<file path="src/rtl/cordic_pkg.sv">
// Shared definitions for the CORDIC vectoring controller and its datapath:
// FSM state encoding and the datapath mux select codes.
package cordic_pkg;

   typedef enum logic [2:0] {
      ST_IDLE,
      ST_LOAD,
      ST_PREROT,
      ST_ITER,
      ST_DONE
   } cordic_state_e;

   localparam logic [1:0] SEL_INPUT  = 2'd0;
   localparam logic [1:0] SEL_PREROT = 2'd1;
   localparam logic [1:0] SEL_ITER   = 2'd2;

endpackage

</file>
<file path="src/rtl/cordic_iter_counter.sv">
// Micro-rotation index counter: cleared before the first iteration, advances
// while enabled and saturates at ITERATIONS-1, flagged by the terminal count.
module cordic_iter_counter #(
   parameter int ITERATIONS = 16,
   parameter int ITER_W     = $clog2(ITERATIONS)
) (
   input  logic              clk,
   input  logic              rst_n,
   input  logic              clear_i,
   input  logic              enable_i,
   output logic [ITER_W-1:0] count_o,
   output logic              tc_o
);

   localparam logic [ITER_W-1:0] LAST = ITER_W'(ITERATIONS - 1);

   logic [ITER_W-1:0] count_q;
   logic [ITER_W-1:0] count_d;

   assign tc_o    = (count_q == LAST);
   assign count_o = count_q;

   // NOTE: every always_comb output gets a default first so no latch is inferred.
   always_comb begin
      count_d = count_q;
      if (clear_i) begin
         count_d = '0;
      end else if (enable_i && !tc_o) begin
         count_d = count_q + 1'b1;
      end
   end

   // NOTE: state registers use non-blocking assignments only.
   always_ff @(posedge clk or negedge rst_n) begin
      if (!rst_n) begin
         count_q <= '0;
      end else begin
         count_q <= count_d;
      end
   end

endmodule

</file>
<file path="src/rtl/cordic_controller.sv">
// Control FSM for an iterative CORDIC vectoring unit: sequences load,
// quadrant pre-rotation and ITERATIONS micro-rotations, then pulses done.
module cordic_controller
   import cordic_pkg::*;
#(
   parameter int WORD_LENGTH = 16,
   parameter int ITERATIONS  = 16,
   localparam int ITER_W     = $clog2(ITERATIONS)
) (
   input  logic              clk,
   input  logic              rst,
   input  logic              start,
   output logic              busy,
   output logic              done,
   output logic              load_x,
   output logic              load_y,
   output logic              load_z,
   output logic              load_d0,
   output logic              load_d,
   output logic [1:0]        sel_x,
   output logic [1:0]        sel_y,
   output logic [1:0]        sel_z,
   output logic              clear_z,
   output logic [ITER_W-1:0] iter
);

   generate
      if (ITERATIONS < 2 || ITERATIONS > WORD_LENGTH) begin : g_bad_params
         $error("cordic_controller: ITERATIONS must lie in 2..WORD_LENGTH");
      end
   endgenerate

   cordic_state_e     state_q;
   logic [ITER_W-1:0] count;
   logic              count_tc;

   cordic_iter_counter #(
      .ITERATIONS (ITERATIONS),
      .ITER_W     (ITER_W)
   ) u_iter_counter (
      .clk      (clk),
      .rst_n    (rst),
      .clear_i  (state_q == ST_PREROT),
      .enable_i (state_q == ST_ITER),
      .count_o  (count),
      .tc_o     (count_tc)
   );

   always_ff @(posedge clk or negedge rst) begin
      if (!rst) begin
         state_q <= ST_IDLE;
      end else begin
         case (state_q)
            ST_IDLE:   if (start) state_q <= ST_LOAD;
            ST_LOAD:   state_q <= ST_PREROT;
            ST_PREROT: state_q <= ST_ITER;
            ST_ITER:   if (count_tc) state_q <= ST_DONE;
            ST_DONE:   state_q <= ST_IDLE;
            default:   state_q <= ST_IDLE;
         endcase
      end
   end

   // Moore decode from the registered state only; start never reaches an output.
   always_comb begin
      busy    = 1'b0;
      done    = 1'b0;
      load_x  = 1'b0;
      load_y  = 1'b0;
      load_z  = 1'b0;
      load_d0 = 1'b0;
      load_d  = 1'b0;
      sel_x   = SEL_INPUT;
      sel_y   = SEL_INPUT;
      sel_z   = SEL_INPUT;
      clear_z = 1'b0;
      iter    = '0;
      case (state_q)
         ST_LOAD: begin
            busy    = 1'b1;
            load_x  = 1'b1;
            load_y  = 1'b1;
            load_d0 = 1'b1;
            clear_z = 1'b1;
         end
         ST_PREROT: begin
            busy   = 1'b1;
            load_x = 1'b1;
            load_y = 1'b1;
            load_z = 1'b1;
            load_d = 1'b1;
            sel_x  = SEL_PREROT;
            sel_y  = SEL_PREROT;
            sel_z  = SEL_PREROT;
         end
         ST_ITER: begin
            busy   = 1'b1;
            load_x = 1'b1;
            load_y = 1'b1;
            load_z = 1'b1;
            load_d = 1'b1;
            sel_x  = SEL_ITER;
            sel_y  = SEL_ITER;
            sel_z  = SEL_ITER;
            iter   = count;
         end
         ST_DONE: done = 1'b1;
         default: ;
      endcase
   end

endmodule

</file>
<file path="config.mk">
export PLATFORM = sky130hd
export DESIGN_NAME = cordic_controller
export DESIGN_NICKNAME = d
export VERILOG_FILES = /design/src/rtl/cordic_pkg.sv /design/src/rtl/cordic_iter_counter.sv /design/src/rtl/cordic_controller.sv
export SDC_FILE = /design/constraint.sdc
export NUM_CORES = 1
export LEC_CHECK = 0
export ABC_AREA = 1
export CAP_MARGIN = 20
export CORE_AREA = 2 2 39 41
export DETAILED_ROUTE_END_ITERATION = 8
export DIE_AREA = 0 0 41 43
export DONT_BUFFER_PORTS = 1
export PLACE_DENSITY = 0.59
export REMOVE_ABC_BUFFERS = 1
export SLEW_MARGIN = 20
export SYNTH_ARGS = -nofsm -noshare
export SYNTH_HDL_FRONTEND = slang
export SYNTH_SLANG_ARGS = --single-unit
</file>
<file path="constraint.sdc">
create_clock -name clk -period 1.41 [get_ports clk]
set_input_delay 0.2115 -clock clk [delete_from_list [all_inputs] [get_ports clk]]
set_output_delay 0.2115 -clock clk [all_outputs]
set_load 0.05 [all_outputs]
</file>
==> impl_metrics.json, run 1 <==
{
  "status": "finished, violations left",
  "violations": "negative setup slack",
  "die_h_um": 43,
  "fin_worst_skew_ns": 0.000557,
  "cp_max_fo": 5,
  "vias_per_cell": 4.82,
  "r2r_slack_ns": 0.12,
  "vias": 439,
  "tightestPinTransition_ns": 0.345,
  "antenna_found_initial": 0,
  "synth_area_leaders": "dfrtp_1 37%, buf_4 13%, nand2_1 8.6%",
  "finalWorstSetupSlack_ns": -0.0554,
  "finalSetupViolCount": 17,
  "yosys_warnings": 0,
  "dp_hpwl_um": 709,
  "nets": 80,
  "clock_latency_ns": 0.25,
  "finalHoldViolations": 0,
  "timing.slew.headroom_pct": 76.9,
  "antenna_left": 0,
  "path_delay_family": "flip-flops",
  "finalMaxSlewViolations": 0,
  "slowest_stage": "dfrtp_2",
  "whs_path_depth": 2,
  "core-area_um2": 1380,
  "crit_path_end_kind": "output port",
  "clockBufferDepth": 2,
  "slowest_delay_ns": 0.47,
  "cts_root_buf": "clkbuf_4",
  "holdCritPathClass": "in2reg",
  "crit_start": "state_q[0]$_DFFE_PN0P_",
  "routed_wl_um": 1060,
  "yosysSeqAreaShare_pct": 36.6,
  "finalInstanceArea_um2": 728,
  "clk_pin_slew_worst_paths_ns": 0.05,
  "r2r_end": "state_q[0]$_DFFE_PN0P_",
  "clkSinkCount": 7,
  "grt_start_max_net_pins": 8,
  "cts_buffers": 3,
  "place_area_um2": 586,
  "rsz0062_at_grt": "yes",
  "track_usage_pct": 14.5,
  "crit_cells": 4,
  "worstPathRequired_ns": 1.20,
  "synth_seq_cells": 7,
  "syn-cell-area_um2": 478,
  "htreeDepth": 1,
  "grt_first_pass_wirelength_um": 1680,
  "critical_path_class": "reg2out",
  "fp.dieW_um": 41,
  "synth_top_area_share_pct": 36.6,
  "crit_arrival_ns": 1.25,
  "initial_utilization_pct": 34.5,
  "area_delta_synth_final_pct": 52.4,
  "wire_per_inst_um": 11.6,
  "postSynthAreaPerCell_um2": 7.84,
  "drtPass1Iterations": 3,
  "worstRegToRegCells": 7,
  "core.rowCount": 14,
  "reg2reg_from": "state_q[2]$_DFFE_PN0P_",
  "fin_crit_sh_pct": 104,
  "cts_tree": "built",
  "ios": 21,
  "grt_pass1_vias": 405,
  "place_congestion": 0.775,
  "max_cap_violations": 0,
  "drt_iter0_drc": 10,
  "grt_overflow": 0,
  "dieArea_um2": 1760,
  "fmax_mhz": 682,
  "ys_types": 17,
  "antenna_cells": 0,
  "fin_crit_ns": 1.47,
  "drive_gt1_share_pct": 56.0,
  "startpoint_type": "flip-flop",
  "crit_buf_inv": 1,
  "crit_chain": "nor2_4, nand2_4, nand2_2, buf_12",
  "setup.worst_path.end": "busy",
  "syn_inst": 61,
  "portBuffers": 0,
  "yosysTopAreaCell": "dfrtp_1",
  "route.detailed.drc": 0
}
==> metal layers <==
metal / vias to the layer above / GRT usage [%] / part of all wire, %
met3: 2 / 9.42 / 7.5
met5: - / 0 / 0
met2: 13 / 20.0 / 52
li1: 216 / - / -
met4: 0 / 2.00 / 0.94
met1: 208 / 19.1 / 40
==> worst reg2reg max path, cell delays in order (launching register included) <==
cell and delay [ns]:
dfrtp_1 0.43, buf_4 0.16, nor2_4 0.13, buf_4 0.12, buf_4 0.11, nand2_4 0.07, o211ai_1 0.09, nand2_1 0.06
==> placed cells by master (no fill, tap or decap) <==
| cell type | n |
|---|---|
| buf_12 | 5 |
| buf_4 | 8 |
| buf_6 | 4 |
| clkbuf_4 | 3 |
| clkinv_2 | 1 |
| dfrtp_1 | 5 |
| dfrtp_2 | 2 |
| dlygate4sd3_1 | 1 |
| ha_1 | 1 |
| inv_1 | 4 |
| inv_2 | 2 |
| nand2_1 | 8 |
| nand2_2 | 5 |
| nand2_4 | 2 |
| nand3_1 | 4 |
| nand3_4 | 1 |
| nand3b_1 | 1 |
| nand4_1 | 2 |
| nor2_1 | 4 |
| nor2_2 | 4 |
| nor2_4 | 4 |
| nor3_1 | 1 |
| o211ai_1 | 1 |
| o21ai_1 | 1 |
| o21ai_2 | 1 |
==> metrics by stage <==
step | setup slack (ns) | TNS (ns) | std cells | util [%] | hold slack [ns]
after floorplan | -0.719 | -7.24 | 53 | - | -0.0841
after global placement | 0.129 | 0 | 80 | 42.3 | -0.0839
after detailed placement | 0.145 | 0 | 80 | 42.3 | -0.0839
after CTS | -0.0623 | -0.390 | 88 | 49.9 | 0.0992
after global routing | -0.122 | -1.67 | 91 | 52.6 | 0.112
final | -0.0554 | -0.510 | 91 | 52.6 | 0.104
==> cells in the mapped netlist (all sizes together) <==
library cell  count
nor2             12
dfrtp             7
o21ai             2
nand3b            1
nor3              1
o211ai            1
inv               6
ha                1
buf               8
nand3             5
nand4             2
nand2            15
==> kinds of logic after synthesis <==
family                     after synthesis  share of synthesized area, %
adders and majority gates                1                          2.62
AOI/OAI and AO/OA                        3                          4.45
and+or+nand+nor                         36                          39.0
buffers and inverters                   14                          17.3
DFF                                      7                          36.6
==> registers in the layout (all words and copies together) (netlist names) <==
| register | count |
|---|---|
| u_iter_counter.count_o | 4 |
| state_q | 3 |
==> how the worst min path moves through the flow <==
| stage | endpoint | slack [ns] | start |
|---|---|---|---|
| finish | state_q[0]$_DFFE_PN0P_ | 0.10 | start |
| global route | state_q[0]$_DFFE_PN0P_ | 0.11 | start |
| CTS | state_q[0]$_DFFE_PN0P_ | 0.1 | start |
| detailed placement | u_iter_counter.count_o[2]$_DFFE_PN0P_ | -0.08 | rst |
| global placement | state_q[0]$_DFFE_PN0P_ | -0.08 | rst |
| floorplan | state_q[0]$_DFFE_PN0P_ | -0.08 | rst |
==> cell type report <==
cell class | count | area, um2
well taps | 16 | 20.0
clock buffers | 3 | 22.5
flip-flops and latches | 7 | 178
fillers | 130 | 656
inverters | 6 | 22.5
clock inverters | 1 | 5.00
repair buffers | 18 | 215
multi-input cells | 40 | 265
==> timing repair <==
action,4_1_cts,5_1_grt
endpoints found under the hold margin,7,0
buffers inserted,3,3
setup endpoints to repair,17,18
pin swaps,1,3
gates resized for setup,17,3
hold buffers,1,0
Power of run 1 is left out: the tool's default activity adds up to more than one toggle a clock period on the data nets, which glitch-free logic cannot reach.
==> run 2, diff against run 1 <==
- TNS_END_PERCENT: unset -> 20
==> impl_metrics.json, run 2 (same netlist as run 1, synthesis figures left out) <==
{
  "timing.slew.headroom_pct": 77.1,
  "drtPass1Iterations": 2,
  "clkSinkCount": 7,
  "place_area_um2": 586,
  "htreeDepth": 1,
  "place_congestion": 0.775,
  "clockBufferDepth": 2,
  "ios": 21,
  "initial_utilization_pct": 34.5,
  "nets": 77,
  "finalHoldViolations": 0,
  "fmax_mhz": 681,
  "finalWorstSetupSlack_ns": -0.0587,
  "finalInstanceArea_um2": 701,
  "crit_path_end_kind": "output port",
  "antenna_left": 0,
  "antenna_found_initial": 0,
  "crit_chain": "nor2_4, nand2_4, nand2_2, buf_12",
  "antenna_cells": 0,
  "slowest_delay_ns": 0.47,
  "grt_first_pass_wirelength_um": 1640,
  "drt_iter0_drc": 10,
  "route.detailed.drc": 0,
  "core.rowCount": 14,
  "whs_path_depth": 2,
  "worstRegToRegCells": 5,
  "fin_worst_skew_ns": 0.000807,
  "routed_wl_um": 1030,
  "violations": "negative setup slack",
  "cts_buffers": 3,
  "critical_path_class": "reg2out",
  "cts_tree": "built",
  "post-place-ws_ns": 0.145,
  "finalSetupViolCount": 17,
  "largest_reg_flops": 4,
  "fin_crit_ns": 1.47,
  "core-area_um2": 1380,
  "grt_pass1_vias": 397,
  "final_common_cell": "nand2_1",
  "area_delta_synth_final_pct": 46.6,
  "grt_overflow": 0,
  "path_delay_family": "flip-flops",
  "fp.dieW_um": 41,
  "slowest_stage": "dfrtp_2",
  "fin_crit_sh_pct": 104,
  "finalMaxSlewViolations": 0,
  "clk_pin_slew_worst_paths_ns": 0.06,
  "cp_max_fo": 5,
  "rsz0062_at_grt": "yes",
  "crit_buf_inv": 1,
  "max_cap_violations": 0,
  "met2_usage_pct": 19.4,
  "groute.layer.met3.usage_pct": 9.42,
  "cts_root_buf": "clkbuf_4",
  "drive_gt1_share_pct": 54.2,
  "startpoint_type": "flip-flop",
  "vias_per_cell": 4.82,
  "worstPathRequired_ns": 1.20,
  "post-route-util_pct": 50.6,
  "vias": 424,
  "dieArea_um2": 1760,
  "crit_cells": 4,
  "dp_hpwl_um": 709,
  "wire_per_inst_um": 11.7,
  "grt_start_max_net_pins": 8,
  "use_met1_pct": 18.8,
  "portBuffers": 0,
  "clock_latency_ns": 0.25,
  "tightestPinTransition_ns": 0.342,
  "die_h_um": 43,
  "top_usage_layer": "met2",
  "status": "finished, violations left",
  "track_usage_pct": 14.2,
  "crit_arrival_ns": 1.26,
  "holdCritPathClass": "in2reg"
}
==> run 2: cell types whose count changed in the layout (fill, tap and decap cells not counted) <==
cell    delta
buf_4      -3
nor2_2     +1
nor2_4     -1
==> run 2: per-stage QoR <==
| step | hold slack (ns) | std cells | setup TNS [ns] |
|---|---|---|---|
| 6_report | 0.105 | 88 | -0.739 |
| 5_1_grt | 0.112 | 88 | -1.90 |
| 4_1_cts | 0.0992 | 87 | -0.468 |
| 3_5_place_dp | -0.0839 | 80 | 0 |
| 3_3_place_gp | -0.0839 | 80 | 0 |
| 2_1_floorplan | -0.0841 | 53 | -7.24 |
==> run 2: what timing repair did <==
item | 4_1_cts | 5_1_grt
gates cloned | 0 | 0
hold buffers | 1 | 0
pin swaps | 2 | 1
buffers inserted | 2 | 1
resized for setup | 17 | 2
endpoints found under the setup margin | 17 | 18
endpoints found under the hold margin | 7 | 0
==> run 2: metal layers <==
| layer | vias up | part of all wire, % |
|---|---|---|
| li1 | 210 | - |
| met1 | 199 | 40 |
| met2 | 13 | 51 |
| met3 | 2 | 7.7 |
| met4 | 0 | 0.97 |
| met5 | - | 0 |
==> run 2: area by class of cell <==
class / instances / area, um2
Sequential cell: 7 / 178
Tap cell: 16 / 20.0
Clock inverter: 1 / 5.00
Clock buffer: 3 / 22.5
Multi-Input combinational cell: 40 / 260
Fill cell: 134 / 683
Inverter: 6 / 22.5
Timing Repair Buffer: 15 / 193
==> run 2: worst paths after layout <==
kind | startpoint | endpoint | slack [ns]
hold reg to reg | u_iter_counter.count_o[3]$_DFFE_PN0P_ | u_iter_counter.count_o[3]$_DFFE_PN0P_ | 0.60
setup reg to reg | u_iter_counter.count_o[1]$_DFFE_PN0P_ | u_iter_counter.count_o[1]$_DFFE_PN0P_ | 0.22
max in group asynchronous | rst | state_q[1]$_DFFE_PN0P_ | 0.84
setup / recovery | state_q[0]$_DFFE_PN0P_ | busy | -0.06
hold / removal | start | state_q[0]$_DFFE_PN0P_ | 0.10
min in group asynchronous | rst | u_iter_counter.count_o[2]$_DFFE_PN0P_ | 0.29
==> run 2: worst register-to-register path: stages, from the launching register on <==
cell	delay, ns
dfrtp_1	0.40
ha_1	0.22
nand3_1	0.16
nand2_4	0.14
nand2_2	0.07
o21ai_1	0.13
Power of run 2 is left out for the same reason.
